[src/rtl/alu_share_arbiter.sv]
// alu_share_arbiter: shares one ALU32Bit between two requesters.
// Each operation is granted in IDLE, the latched op drives the ALU during
// EXEC, and the captured result is held in RESP until the winner takes it.
// Build option: define ALU_ARB_FIXED_PRIO_EN for fixed priority (port 0
// wins every tie, no round-robin pointer). Default build is round-robin.
//
// Handshake rule on every request and response channel: a transfer happens
// at a rising Clk edge where Valid=1 and Ready=1. A requester keeps Valid
// and its payload stable until that edge; the block keeps RspValid and the
// result stable until that edge.
module alu_share_arbiter #(
  parameter int DATA_W = 32,
  parameter int CTRL_W = 4
) (
  input  logic              Clk,
  input  logic              Rst,
  input  logic              Req0Valid,
  output logic              Req0Ready,
  input  logic [CTRL_W-1:0] Req0Ctrl,
  input  logic [DATA_W-1:0] Req0A,
  input  logic [DATA_W-1:0] Req0B,
  input  logic              Req1Valid,
  output logic              Req1Ready,
  input  logic [CTRL_W-1:0] Req1Ctrl,
  input  logic [DATA_W-1:0] Req1A,
  input  logic [DATA_W-1:0] Req1B,
  output logic [CTRL_W-1:0] AluControl,
  output logic [DATA_W-1:0] AluA,
  output logic [DATA_W-1:0] AluB,
  input  logic [DATA_W-1:0] AluResult,
  input  logic              AluZero,
  output logic              Rsp0Valid,
  input  logic              Rsp0Ready,
  output logic [DATA_W-1:0] Rsp0Result,
  output logic              Rsp0Zero,
  output logic              Rsp1Valid,
  input  logic              Rsp1Ready,
  output logic [DATA_W-1:0] Rsp1Result,
  output logic              Rsp1Zero,
  output logic [1:0]        DbgState
);

  typedef enum logic [1:0] {
    IDLE = 2'd0,
    EXEC = 2'd1,
    RESP = 2'd2
  } state_t;

  state_t            state;
  state_t            state_nxt;
  logic              owner;
  logic [CTRL_W-1:0] ctrl_q;
  logic [DATA_W-1:0] a_q;
  logic [DATA_W-1:0] b_q;
  logic [DATA_W-1:0] res_q;
  logic              zero_q;
  logic              gnt0;
  logic              gnt1;
  logic              accept;
  logic              rsp_done;

`ifdef ALU_ARB_FIXED_PRIO_EN
  // Grant select: port 0 always wins when both request.
  always_comb begin
    gnt0 = Req0Valid;
    gnt1 = Req1Valid & ~Req0Valid;
  end
`else
  logic rr_ptr;

  // Grant select: a lone requester wins; a tie goes to the pointer side.
  always_comb begin
    gnt0 = Req0Valid & (~Req1Valid | ~rr_ptr);
    gnt1 = Req1Valid & (~Req0Valid | rr_ptr);
  end
`endif

  // Next-state and handshake outputs; Ready is masked while Rst is low so
  // nothing looks accepted during reset.
  always_comb begin
    state_nxt = state;
    Req0Ready = 1'b0;
    Req1Ready = 1'b0;
    accept    = 1'b0;
    rsp_done  = 1'b0;
    Rsp0Valid = 1'b0;
    Rsp1Valid = 1'b0;
    case (state)
      IDLE: begin
        Req0Ready = Rst & gnt0;
        Req1Ready = Rst & gnt1;
        accept    = Req0Ready | Req1Ready;
        if (accept) state_nxt = EXEC;
      end
      EXEC: state_nxt = RESP;
      RESP: begin
        Rsp0Valid = ~owner;
        Rsp1Valid = owner;
        rsp_done  = owner ? Rsp1Ready : Rsp0Ready;
        if (rsp_done) state_nxt = IDLE;
      end
      default: state_nxt = IDLE;
    endcase
  end

  // State register plus operation/result latches; reset drops any op.
  always_ff @(posedge Clk) begin
    if (!Rst) begin
      state  <= IDLE;
      owner  <= 1'b0;
      ctrl_q <= '0;
      a_q    <= '0;
      b_q    <= '0;
      res_q  <= '0;
      zero_q <= 1'b0;
`ifndef ALU_ARB_FIXED_PRIO_EN
      rr_ptr <= 1'b0;
`endif
    end else begin
      state <= state_nxt;
      if (accept) begin
        owner  <= Req1Ready;
        ctrl_q <= Req1Ready ? Req1Ctrl : Req0Ctrl;
        a_q    <= Req1Ready ? Req1A : Req0A;
        b_q    <= Req1Ready ? Req1B : Req0B;
      end
      if (state == EXEC) begin
        res_q  <= AluResult;
        zero_q <= AluZero;
      end
`ifndef ALU_ARB_FIXED_PRIO_EN
      // Pointer moves to the other side only when a response completes.
      if (rsp_done) rr_ptr <= ~owner;
`endif
    end
  end

  assign AluControl = ctrl_q;
  assign AluA       = a_q;
  assign AluB       = b_q;
  assign Rsp0Result = res_q;
  assign Rsp0Zero   = zero_q;
  assign Rsp1Result = res_q;
  assign Rsp1Zero   = zero_q;
  assign DbgState   = state;

endmodule

[config.mk]
export PLATFORM = sky130hd
export DESIGN_NAME = alu_share_arbiter
export DESIGN_NICKNAME = d
export VERILOG_FILES = /design/src/rtl/alu_share_arbiter.sv
export SDC_FILE = /design/constraint.sdc
export NUM_CORES = 1
export LEC_CHECK = 0
export ABC_AREA = 1
export CORE_ASPECT_RATIO = 1.25
export CORE_MARGIN = 5
export CORE_UTILIZATION = 38
export DETAILED_ROUTE_END_ITERATION = 8
export PLACE_DENSITY = 0.82
export SETUP_SLACK_MARGIN = 0.15
export SLEW_MARGIN = 20
export SYNTH_ARGS = -nofsm -noshare
export SYNTH_HDL_FRONTEND = slang
export SYNTH_SLANG_ARGS = --single-unit
[constraint.sdc]
create_clock -name Clk -period 2 [get_ports Clk]
set_input_delay 0.6 -clock Clk [delete_from_list [all_inputs] [get_ports Clk]]
set_output_delay 0.6 -clock Clk [all_outputs]
set_load 0.02 [all_outputs]
==> summary.txt <==
Run status
  – Status: completed

Finish
  – Area of the multi-input gates: roughly 0.0028 mm2
  – Filler instances: ~1300
  – Share of layout cells above drive strength 1: 0.0735
  – Syn-to-layout area delta: 65.3%
  – Storage cell area: ~0.0021 mm2
  – Total Nets Final: between 1000 and 1500
  – # diodes: 0

Synthesis
  – Register area share after synthesis: 0.389
  – Syn_nets: between 900 and 1000
  – Yosys warnings: 0
  – Simple logic cell fraction of the synthesized area: 0.473
  – Post-synthesis xor/xnor area fraction: 0
  – Synth Area in Adders: 0
  – Unique cell type count in the Yosys netlist: 18
  – Compound-Gate Fraction of Synth Area: 0.0324
  – Multiplexer share of the synthesized area: 0
  – Syn avg cell area: 6.64 um2
  – Post-synthesis register bit count: ~110
  – Post-Syn Instances: 815
  – Post-Syn Area: roughly 0.0054 mm2
  – Main combinational cell family by area after synthesis: simple AND/OR/NAND/NOR gates

Clocking
  – Worst-Skew Late Latency: between 0.3 and 0.4 ns
  – Hold-fix buffers at CTS: 0
  – CTS tree: built
  – Sink Count: 105
  – Clock slew seen by the registers of the worst setup and hold paths: around 0.07 ns
  – CTS buffer count: 9
  – Max clock buf depth: 2
  – Number of H-tree levels: 3
  – CTS root buf: clkbuf_16

Placed design
  – Number of port buffers: 314
  – Final Wtd Congestion: between 0.8 and 0.9
  – DP HPWL: around 14 mm
  – Setup WS pre-CTS: -0.610 ns

Power and ir drop
  – Overall power: around 0.0067 W
  – VDD IR-drop max: 0.548 mV
  – Power per Cell Area: between 700 and 800 mW/mm2
  – Leakage: ~4.5 nW

Critical path
  – Arr. time, crit path: between 1 and 1.5 ns
  – Critical path type: input pin to output pin
  – CP max FO: 2
  – Worst Path Required: roughly 1.4 ns
  – Crit path capture type: output pin
  – Crit start category: input pin
  – Cell breakdown of the critical path: clkdlybuf4s15_1 > buf_6 > nand2_4 > nand3_4 > inv_4 > buf_6
  – CP dominant cell by count: buf_6
  – Slowest-stage cell, CP: clkdlybuf4s15_1
  – Slowest cell delay on critical path: 0.20 ns

Global routing
  – Gr ovfl total: 0
  – Initial antenna violation count: 0
  – Vias in the first global route: 5871
  – Largest net degree at the start of global routing: slightly above 50
  – Tot GR Track Use: 0.230
  – First-pass GRT wire length: 30.5 mm

Hold path
  – Hold WC Path Type: flop to flop

Floorplanning
  – Die X: between 100 and 150 um
  – Die Span Y: about 140 um
  – Io pins: around 320
  – Core ar.: between 0.01 and 0.015 mm2
  – Cell Rows: 48
  – Starting Density: 0.390
  – Die ar.: roughly 0.017 mm2

Timing
  – Max-slew violations: 0
  – Hold Fails Final Rpt: 0
  – Crit path time final: 1.87 ns
  – Slew headroom: 0.696
  – Max Freq: approximately 530 MHz
  – Fin worst setup slack: 0.128 ns
  – Fin Clk Skew: between 0.009 and 0.01 ns
  – Slew @ Worst Pin: 0.457 ns
  – WHS: 0.496 ns
  – # setup viols final: 0
  – Unrepaired setup endpoints after global routing: true
  – Fin crit share: 0.936

Job
  – Max_cap viols: 0

Detailed routing
  – Post-Route WL: a little over 20 mm
  – Routed vias/inst: around 5
  – DR pass1 iterations: 5
  – DRC: 0
  – Routed Antenna Nets: 0
  – Iteration-0 DRC Markers: approximately 340
  – Drt wl/cell: around 16 um
  – Via Count: 6253
-- cells by family (layout without fill, tap and decap cells) --
kind of cell,Yosys count,in the layout
buffers and inverters,112,385
DFF,105,105
and+or+nand+nor,563,563
AOI/OAI and AO/OA,35,35
-- stage by stage --
step	cell area [um2]	std cells	TNS [ns]	utilization
finish	8940	1263	0	0.644
global route	8940	1263	0	0.644
CTS	8880	1261	0	0.640
detailed placement	8580	1236	-33.88	0.618
global placement	8580	1236	-32.68	0.618
floorplan	5420	815	0	-
-- routing by layer --
layer	part of all wire	vias up	GRT usage
met3	0.093	51	0.0577
met4	0.042	0	0.102
met2	0.50	285	0.410
li1	-	3131	-
met5	0	-	0
met1	0.36	2786	0.256
-- placed cells by master (no fill, tap or decap), types with 2 or more instances in the layout --
cell,count
nand2_1,215
nor2_1,201
clkdlybuf4s50_1,171
dlygate4sd2_1,136
dfxtp_1,103
nand3b_1,68
nand4_1,68
o21ai_0,33
buf_4,31
clkbuf_16,10
inv_1,8
buf_6,7
buf_12,7
nor2_2,3
dfxtp_4,2
inv_2,2
nor2_4,2
nand3_1,2
a21oi_1,2
clkinv_4,2
inv_6,2
bufbuf_16,2
-- final cells by class --
type / count / area share
well taps: 175 / 0.0245
clock buffers: 9 / 0.0252
clock inverters: 7 / 0.00868
multi-input cells: 598 / 0.310
inverters: 11 / 0.00490
repair buffers: 358 / 0.391
flip-flops and latches: 105 / 0.236
-- final timing paths --
check	from	endpoint	slack, ns	cells after the start
max	Req0Valid	Req1Ready	0.13	6
min	Rsp0Result[14]	Rsp0Result[14]	0.50	2
max reg2reg	DbgState[1]	AluA[9]	0.24	11
min reg2reg	Rsp0Result[14]	Rsp0Result[14]	0.50	2
-- state kept, by name (all words and copies together), names as in the netlist --
name / count
AluA: 32
AluB: 32
Rsp0Result: 32
AluControl: 4
DbgState: 2
Rsp0Zero: 1
owner: 1
rr_ptr: 1
-- cells in the mapped netlist --
library cell / number / area share
nand2_1: 216 / 0.15
nor2_1: 205 / 0.14
dfxtp_1: 105 / 0.39
nand3b_1: 68 / 0.094
nand4_1: 68 / 0.079
clkbuf_1: 37 / 0.026
buf_4: 33 / 0.046
o21ai_0: 33 / 0.031
buf_2: 17 / 0.016
buf_1: 13 / 0.0090
inv_1: 10 / 0.0069
nand3_1: 3 / 0.0028
a21oi_1: 2 / 0.0019
and2_1: 1 / 0.0012
buf_6: 1 / 0.0021
inv_2: 1 / 0.00069
nand3_2: 1 / 0.0019
nor2_4: 1 / 0.0021
-- worst max-delay path, delay by kind of cell --
kind | cells | cell delay [ns]
buffers and inverters | 4 | 0.50
and+or+nand+nor | 2 | 0.17
-- power breakdown --
group          switching, W  internal, W
combinational       0.00129      0.00108
sequential         0.000132      0.00233
clock              0.000838     0.000984
-- timing repair --
item                       CTS  global route
pin swaps                    4             3
setup endpoints to repair  209            18
gates resized for setup    174             7
setup buffers                7             1
cloned                       2             1
No activity file was read; power rests on OpenSTA's default activity.
